$ cat src/rtl/ws2812_pkg.sv
// rtl/ws2812_pkg.sv - WS2812 state encoding, 40 MHz timing defaults and GRB field positions
package ws2812_pkg;

    typedef enum logic [1:0] {
        IDLE,
        PRIME,
        SEND,
        LATCH
    } state_t;

    localparam int DEF_N_LEDS     = 120;
    localparam int DEF_RD_LATENCY = 1;
    localparam int DEF_T0H        = 16;
    localparam int DEF_T1H        = 32;
    localparam int DEF_T_BIT      = 50;
    localparam int DEF_T_RESET    = 2400;

    localparam int GRB_BITS = 24;
    localparam int BR_MSB   = 31;
    localparam int BR_LSB   = 24;
    localparam int G_MSB    = 23;
    localparam int G_LSB    = 16;
    localparam int R_MSB    = 15;
    localparam int R_LSB    = 8;
    localparam int B_MSB    = 7;
    localparam int B_LSB    = 0;

    // (c * (br + 1)) >> 8: br = 255 passes the channel through unchanged
    function automatic logic [7:0] scale_channel(input logic [7:0] c, input logic [7:0] br);
        logic [15:0] prod;
        prod = {8'd0, c} * ({8'd0, br} + 16'd1);
        return prod[15:8];
    endfunction

endpackage

$ cat src/rtl/ws2812_bit_encoder.sv
// rtl/ws2812_bit_encoder.sv - WS2812 bit waveform generator and latch timer
module ws2812_bit_encoder #(
    parameter int T0H     = 16,
    parameter int T1H     = 32,
    parameter int T_BIT   = 50,
    parameter int T_RESET = 2400
) (
    input  logic i_clk,
    input  logic i_rst,
    input  logic i_launch,
    input  logic i_bit,
    input  logic i_latch,
    output logic o_line,
    output logic o_done
);
    localparam int T_MAX = (T_BIT > T_RESET) ? T_BIT : T_RESET;
    localparam int CW    = $clog2(T_MAX + 1);

    localparam logic [CW-1:0] BIT_LAST = CW'(T_BIT - 1);
    localparam logic [CW-1:0] RST_LAST = CW'(T_RESET - 1);
    localparam logic [CW-1:0] T0H_C    = CW'(T0H);
    localparam logic [CW-1:0] T1H_C    = CW'(T1H);

    logic [CW-1:0] cnt;
    logic [CW-1:0] cnt_inc;
    logic [CW-1:0] high_len;
    logic          active;
    logic          latch_mode;
    logic          bit_r;

    assign cnt_inc  = cnt + CW'(1);
    assign high_len = bit_r ? T1H_C : T0H_C;
    assign o_done   = active && (cnt == (latch_mode ? RST_LAST : BIT_LAST));

    // Launch starts a new period on the next cycle; the done cycle may relaunch for a gapless stream
    always_ff @(posedge i_clk) begin
        if (i_rst) begin
            cnt        <= '0;
            active     <= 1'b0;
            latch_mode <= 1'b0;
            bit_r      <= 1'b0;
            o_line     <= 1'b0;
        end else if (i_launch) begin
            cnt        <= '0;
            active     <= 1'b1;
            latch_mode <= 1'b0;
            bit_r      <= i_bit;
            o_line     <= 1'b1;
        end else if (i_latch) begin
            cnt        <= '0;
            active     <= 1'b1;
            latch_mode <= 1'b1;
            o_line     <= 1'b0;
        end else if (active) begin
            if (o_done) begin
                cnt    <= '0;
                active <= 1'b0;
                o_line <= 1'b0;
            end else begin
                cnt    <= cnt_inc;
                o_line <= !latch_mode && (cnt_inc < high_len);
            end
        end
    end

endmodule

$ cat src/rtl/led_ram_ws2812_tx.sv
// rtl/led_ram_ws2812_tx.sv - led_ram frame reader and WS2812 serialiser (option macro: LED_BRIGHTNESS_EN)
module led_ram_ws2812_tx
    import ws2812_pkg::*;
#(
    parameter int N_LEDS     = DEF_N_LEDS,
    parameter int RD_LATENCY = DEF_RD_LATENCY,
    parameter int T0H        = DEF_T0H,
    parameter int T1H        = DEF_T1H,
    parameter int T_BIT      = DEF_T_BIT,
    parameter int T_RESET    = DEF_T_RESET
) (
    input  logic        i_clk,
    input  logic        i_rst,
    input  logic        i_start,
    output logic        o_busy,
    output logic        o_frame_done,
    output logic [10:0] o_led_ram_address,
    output logic        o_led_ram_chipselect,
    output logic        o_led_ram_clken,
    output logic        o_led_ram_write,
    output logic [31:0] o_led_ram_writedata,
    output logic [3:0]  o_led_ram_byteenable,
    input  logic [31:0] i_led_ram_readdata,
    output logic        o_led_dout
);
    localparam logic [10:0] LAST_IDX = 11'(N_LEDS - 1);
    localparam logic [4:0]  LAST_BIT = 5'(GRB_BITS - 1);

    state_t                state;
    state_t                state_nxt;
    logic [RD_LATENCY-1:0] rd_pipe;
    logic                  rd_valid;
    logic                  word_valid;
    logic [23:0]           word_data;
    logic [23:0]           shift_q;
    logic [23:0]           shift_nxt;
    logic [23:0]           pf_q;
    logic [4:0]            bit_cnt;
    logic [10:0]           led_idx;
    logic                  start_ok;
    logic                  first_load;
    logic                  bit_done;
    logic                  shift_bit;
    logic                  led_load;
    logic                  enc_launch;
    logic                  enc_latch;
    logic                  enc_bit;
    logic                  enc_done;

    assign o_led_ram_clken      = 1'b1;
    assign o_led_ram_write      = 1'b0;
    assign o_led_ram_writedata  = 32'd0;
    assign o_led_ram_byteenable = 4'hF;

    assign rd_valid = rd_pipe[RD_LATENCY-1];

    // Delay each read strobe by the RAM latency to mark the cycle its data is on readdata
    always_ff @(posedge i_clk) begin
        if (i_rst) begin
            rd_pipe <= '0;
        end else begin
            rd_pipe[0] <= o_led_ram_chipselect;
            for (int i = 1; i < RD_LATENCY; i++) begin
                rd_pipe[i] <= rd_pipe[i-1];
            end
        end
    end

`ifdef LED_BRIGHTNESS_EN
    logic        sc_valid;
    logic [23:0] sc_data;

    // Scale all three channels by the word's brightness byte, one cycle after the read returns
    always_ff @(posedge i_clk) begin
        if (i_rst) begin
            sc_valid <= 1'b0;
            sc_data  <= '0;
        end else begin
            sc_valid <= rd_valid;
            sc_data  <= {scale_channel(i_led_ram_readdata[G_MSB:G_LSB], i_led_ram_readdata[BR_MSB:BR_LSB]),
                         scale_channel(i_led_ram_readdata[R_MSB:R_LSB], i_led_ram_readdata[BR_MSB:BR_LSB]),
                         scale_channel(i_led_ram_readdata[B_MSB:B_LSB], i_led_ram_readdata[BR_MSB:BR_LSB])};
        end
    end

    assign word_valid = sc_valid;
    assign word_data  = sc_data;
`else
    logic unused_brightness;

    assign unused_brightness = ^i_led_ram_readdata[BR_MSB:BR_LSB];
    assign word_valid        = rd_valid;
    assign word_data         = i_led_ram_readdata[G_MSB:B_LSB];
`endif

    // State register
    always_ff @(posedge i_clk) begin
        if (i_rst) begin
            state <= IDLE;
        end else begin
            state <= state_nxt;
        end
    end

    // Next-state: a frame walks IDLE -> PRIME -> SEND -> LATCH and back
    always_comb begin
        state_nxt = state;
        unique case (state)
            IDLE:  if (start_ok)   state_nxt = PRIME;
            PRIME: if (first_load) state_nxt = SEND;
            SEND:  if (enc_latch)  state_nxt = LATCH;
            LATCH: if (enc_done)   state_nxt = IDLE;
            default:               state_nxt = IDLE;
        endcase
    end

    // FSM outputs: encoder strobes and the next shift-register contents
    always_comb begin
        o_busy     = (state != IDLE);
        start_ok   = (state == IDLE) && i_start && !o_frame_done;
        first_load = (state == PRIME) && word_valid;
        bit_done   = (state == SEND) && enc_done;
        shift_bit  = bit_done && (bit_cnt != LAST_BIT);
        led_load   = bit_done && (bit_cnt == LAST_BIT) && (led_idx != LAST_IDX);
        enc_latch  = bit_done && (bit_cnt == LAST_BIT) && (led_idx == LAST_IDX);
        enc_launch = first_load || shift_bit || led_load;
        shift_nxt  = shift_q << 1;
        if (first_load) begin
            shift_nxt = word_data;
        end else if (led_load) begin
            shift_nxt = pf_q;
        end
        enc_bit = shift_nxt[23];
    end

    // Read issue, prefetch buffer, shift register and bit/LED counters
    always_ff @(posedge i_clk) begin
        if (i_rst) begin
            o_led_ram_address    <= '0;
            o_led_ram_chipselect <= 1'b0;
            o_frame_done         <= 1'b0;
            shift_q              <= '0;
            pf_q                 <= '0;
            bit_cnt              <= '0;
            led_idx              <= '0;
        end else begin
            o_led_ram_chipselect <= 1'b0;
            o_frame_done         <= (state == LATCH) && enc_done;
            if (start_ok) begin
                o_led_ram_address    <= '0;
                o_led_ram_chipselect <= 1'b1;
            end
            if (enc_launch) begin
                shift_q <= shift_nxt;
            end
            if (first_load) begin
                bit_cnt <= '0;
                led_idx <= '0;
                if (N_LEDS > 1) begin
                    o_led_ram_address    <= 11'd1;
                    o_led_ram_chipselect <= 1'b1;
                end
            end
            if (shift_bit) begin
                bit_cnt <= bit_cnt + 5'd1;
            end
            if (led_load) begin
                bit_cnt <= '0;
                led_idx <= led_idx + 11'd1;
                if (o_led_ram_address != LAST_IDX) begin
                    o_led_ram_address    <= o_led_ram_address + 11'd1;
                    o_led_ram_chipselect <= 1'b1;
                end
            end
            if ((state == SEND) && word_valid) begin
                pf_q <= word_data;
            end
        end
    end

    ws2812_bit_encoder #(
        .T0H     (T0H),
        .T1H     (T1H),
        .T_BIT   (T_BIT),
        .T_RESET (T_RESET)
    ) u_enc (
        .i_clk    (i_clk),
        .i_rst    (i_rst),
        .i_launch (enc_launch),
        .i_bit    (enc_bit),
        .i_latch  (enc_latch),
        .o_line   (o_led_dout),
        .o_done   (enc_done)
    );

endmodule

$ cat config.mk
export PLATFORM = sky130hd
export DESIGN_NAME = led_ram_ws2812_tx
export DESIGN_NICKNAME = d
export VERILOG_FILES = /design/src/rtl/ws2812_pkg.sv /design/src/rtl/ws2812_bit_encoder.sv /design/src/rtl/led_ram_ws2812_tx.sv
export SDC_FILE = /design/constraint.sdc
export NUM_CORES = 1
export LEC_CHECK = 0
export ABC_CLOCK_PERIOD_IN_PS = 3850
export BUFFER_PORTS_ARGS = -buffer_cell sky130_fd_sc_hd__buf_2
export CAP_MARGIN = 40
export CORE_MARGIN = 1.5
export CORE_UTILIZATION = 45
export DETAILED_ROUTE_END_ITERATION = 10
export HOLD_SLACK_MARGIN = 0.1
export PLACE_DENSITY_LB_ADDON = 0.3
export REMOVE_ABC_BUFFERS = 1
export SLEW_MARGIN = 25
export SYNTH_ARGS = -nofsm -noshare
export SYNTH_HDL_FRONTEND = slang
export SYNTH_HIERARCHICAL = 1
export SYNTH_SLANG_ARGS = --single-unit
$ cat constraint.sdc
create_clock -name i_clk -period 3.85 [get_ports i_clk]
set_input_delay 0 -clock i_clk [delete_from_list [all_inputs] [get_ports i_clk]]
set_output_delay 0 -clock i_clk [all_outputs]
set_load 0.1 [all_outputs]
==> impl_metrics.env <==
export IMPL_cp_slowest_cell="or3_1"
export IMPL_drt_first_pass_iters=5
export IMPL_clk_pin_slew_ns=0.10
export IMPL_fmax_mhz=295
export IMPL_synthArstFlopShare_pct=0
export IMPL_drive_above_1_share_pct=12.9
export IMPL_outcome="complete, no violations"
export IMPL_tightest_slew_ns=0.659
export IMPL_vias=4519
export IMPL_rows=37
export IMPL_routedWlPerCell_um=14.4
export IMPL_avgSynthCellArea_um2=7.93
export IMPL_ys_top_cells_by_area="dfxtp_1 (39%), nand2_1 (8.5%), buf_4 (6.1%)"
export IMPL_max_slew_margin_pct=55.9
export IMPL_synth_flop_cell="dfxtp_1"
export IMPL_drt_iter0_markers=233
export IMPL_r2r_setup_slack_ns=0.46
export IMPL_synth_common_cells="nand2_1 (111), dfxtp_1 (95), a21oi_1 (51), o21ai_0 (51), buf_4 (40)"
export IMPL_drv_slew=0
export IMPL_worstPathMaxFanout=12
export IMPL_multiInputGateArea_mm2=0.00264
export IMPL_arrival_ns=3.69
export IMPL_slowest_delay_ns=0.60
export IMPL_netlist_instances=619
export IMPL_synth_edf_count=0
export IMPL_io_pins=88
export IMPL_grt_overflow=0
export IMPL_clock_sinks=95
export IMPL_insertedDiodeCount=0
export IMPL_grt_max_degree=48
export IMPL_fin_crit_ns=3.39
export IMPL_yosysMostFrequentCell="nand2_1"
export IMPL_cts_root_buffer="clkbuf_8"
export IMPL_hold_path_class="in -> reg"
export IMPL_path_class="reg -> reg"
export IMPL_nets=721
export IMPL_synth_top_family_by_area="simple AND/OR/NAND/NOR gates"
export IMPL_grt_usage_pct=21.5
export IMPL_muxShareOfSynthArea_pct=0.816
export IMPL_yosysWarnings=6
export IMPL_initial_utilization_pct=46.9
export IMPL_fin_skew_ns=0.0123
export IMPL_viasPerCell=5.52
export IMPL_register_area_mm2=0.00190
export IMPL_cts_setup_buffers=0
export IMPL_die_x_um=107
export IMPL_drcViolationCount=0
export IMPL_reg2reg_from="u_enc/cnt[8]"
export IMPL_gp_congestion=0.857
export IMPL_cts_repair_resize_count=0
export IMPL_ir_worst_vdd_uv=333
export IMPL_dp_hpwl_um=7740
export IMPL_port_buffers=41
export IMPL_worst_setup_path_start_kind="flip-flop"
export IMPL_synth_top_area_share_pct=38.8
export IMPL_synthSimpleGateAreaFrac_pct=25.1
export IMPL_setup_tns_final_ns=0
export IMPL_whs_path_depth=3
export IMPL_crit_chain="nor4_1 > and4_1 > o2111ai_1 > nor2_1 > nand2_1 > nor2_4 > nand2_1 > nand2_1 > or3_1 > or3_1 > o22ai_1"
export IMPL_antenna_found_initial=0
export IMPL_worstHoldStart="i_rst"
export IMPL_dp_cells=770
export IMPL_area_growth_pct=14.2
export IMPL_power_leakage_nw=2.02
export IMPL_clockBufferDepth=2
export IMPL_yosysTopAreaCell="dfxtp_1"
export IMPL_rsz0062_at_grt="no"
export IMPL_cap_violations=0
export IMPL_insertion_delay_ns=0.37
export IMPL_drt_total_wl_um=11800
export IMPL_die_area_mm2=0.0115
export IMPL_grt_pass1_wl_um=20000
export IMPL_first_global_vias=4351
export IMPL_syn_area_mm2=0.00491
export IMPL_fin_crit_sh_pct=88.0
export IMPL_stdcell_count=818
export IMPL_cts_tree="done"
export IMPL_synth_seq_cells=95
export IMPL_rr_worst_depth=11
export IMPL_fill_cells=1030
export IMPL_hold_ws_ns=0.313
export IMPL_drt_antenna_violating_nets=0
export IMPL_setup_viol=0
export IMPL_yosys_area_share_adder_pct=2.29
export IMPL_crit_path_end_kind="flip-flop"
export IMPL_hold_violations=0
export IMPL_yosys_area_share_xor_xnor_pct=1.96
export IMPL_ys_types=59
export IMPL_seq_area_frac_synth_pct=38.8
export IMPL_h_tree_depth=3
export IMPL_cellPowerDensity_mw_per_mm2=411
export IMPL_core_area_mm2=0.0105
export IMPL_min_to="u_enc/bit_r"
export IMPL_dieHeight_um=107
export IMPL_required_ns=4.15
export IMPL_utilization_pct=53.5
export IMPL_r2r_end="u_enc/cnt[11]"
export IMPL_synth_compound_area_share_pct=20.3
export IMPL_cts_made_buffers=9
export IMPL_cpMostUsedCell="nand2_1"
critical path: cells and delay by family, from the launching register on:
kind            cells  cell delay (ns)
compound gates      2             0.46
simple gates        9             2.30
flops               1             0.55
repair_timing:
item,CTS,global route
setup endpoints to repair,0,0
endpoints found under the hold margin,50,0
hold buffers,32,0
flip-flops by register name, summed over array words and instances, names as in the netlist:
signal and flops:
u_enc/latch_mode 1, pf_q 24, u_enc/o_line 1, state 2, u_enc/bit_r 1, rd_pipe 1, u_enc/cnt 12, u_enc/active 1
shift_q 23, bit_cnt 5, o_led_ram_address 11, o_led_ram_chipselect 1, o_frame_done 1, led_idx 11
cells in the final DEF (no fill, tap or decap), drive strengths merged, types with 3 or more instances in the layout:
master,n
nand2,111
dfxtp,95
o21ai,54
buf,52
a21oi,51
conb,38
nand3,35
dlygate4sd3,32
nor2,31
a221oi,23
inv,17
a31oi,13
nor3,12
nand4,10
clkbuf,10
or3,10
ha,9
a211oi,7
xnor2,7
and4,7
and3,7
and2,6
nor4,5
mux2i,4
xor2,4
or4,4
nand4b,3
nand3b,3
nor2b,3
o22ai,3
layout make-up:
class / count / share of cell area [%]
clock buffers: 10 / 2.28
repair buffers: 84 / 11.3
well taps: 136 / 3.04
inverters: 14 / 0.938
multi-input cells: 473 / 47.1
clock inverters: 6 / 1.38
flip-flops and latches: 95 / 34.0
through the flow:
stage	setup slack, ns	power, mW	cell area [um^2]
global placement	0.638	1.60	5050
floorplan	0.205	1.50	4570
detailed placement	0.487	1.61	5080
global route	0.211	2.40	5600
finish	0.463	2.30	5600
CTS	0.456	2.32	5600
worst max-delay path by stage:
stage,start,endpoint,slack [ns],depth (start not counted)
floorplan,u_enc/cnt[8],u_enc/cnt[11],0.20,11
global placement,u_enc/cnt[8],u_enc/cnt[11],0.64,11
detailed placement,u_enc/cnt[8],u_enc/cnt[11],0.49,11
CTS,u_enc/cnt[8],u_enc/cnt[11],0.46,11
global route,u_enc/cnt[8],u_enc/cnt[11],0.21,11
finish,u_enc/cnt[8],u_enc/cnt[11],0.46,11
power by group:
part           internal, mW  total [mW]  switching (mW)
registers              1.03        1.07          0.0422
logic                 0.131       0.544           0.413
clock network         0.313       0.691           0.377
total                  1.47        2.30           0.833
routing by layer:
| layer | wire (um) | global-route usage (%) | up-vias | part of all wire [%] |
|---|---|---|---|---|
| met5 | 0 | 0 | - | 0 |
| li1 | - | - | 2246 | - |
| met3 | 645 | 3.87 | 16 | 5.5 |
| met1 | 5180 | 26.7 | 2121 | 44 |
| met2 | 5770 | 37.1 | 136 | 49 |
| met4 | 174 | 7.71 | 0 | 1.5 |
cell families after synthesis:
group | Yosys count
flip-flops | 95
XOR/XNOR | 11
AO/OA/AOI/OAI | 161
buffers and inverters | 87
multiplexers | 4
AND/OR/NAND/NOR | 250
adder cells (fa/ha/maj) | 9
other | 2
Power figures use the tool's default switching activity.
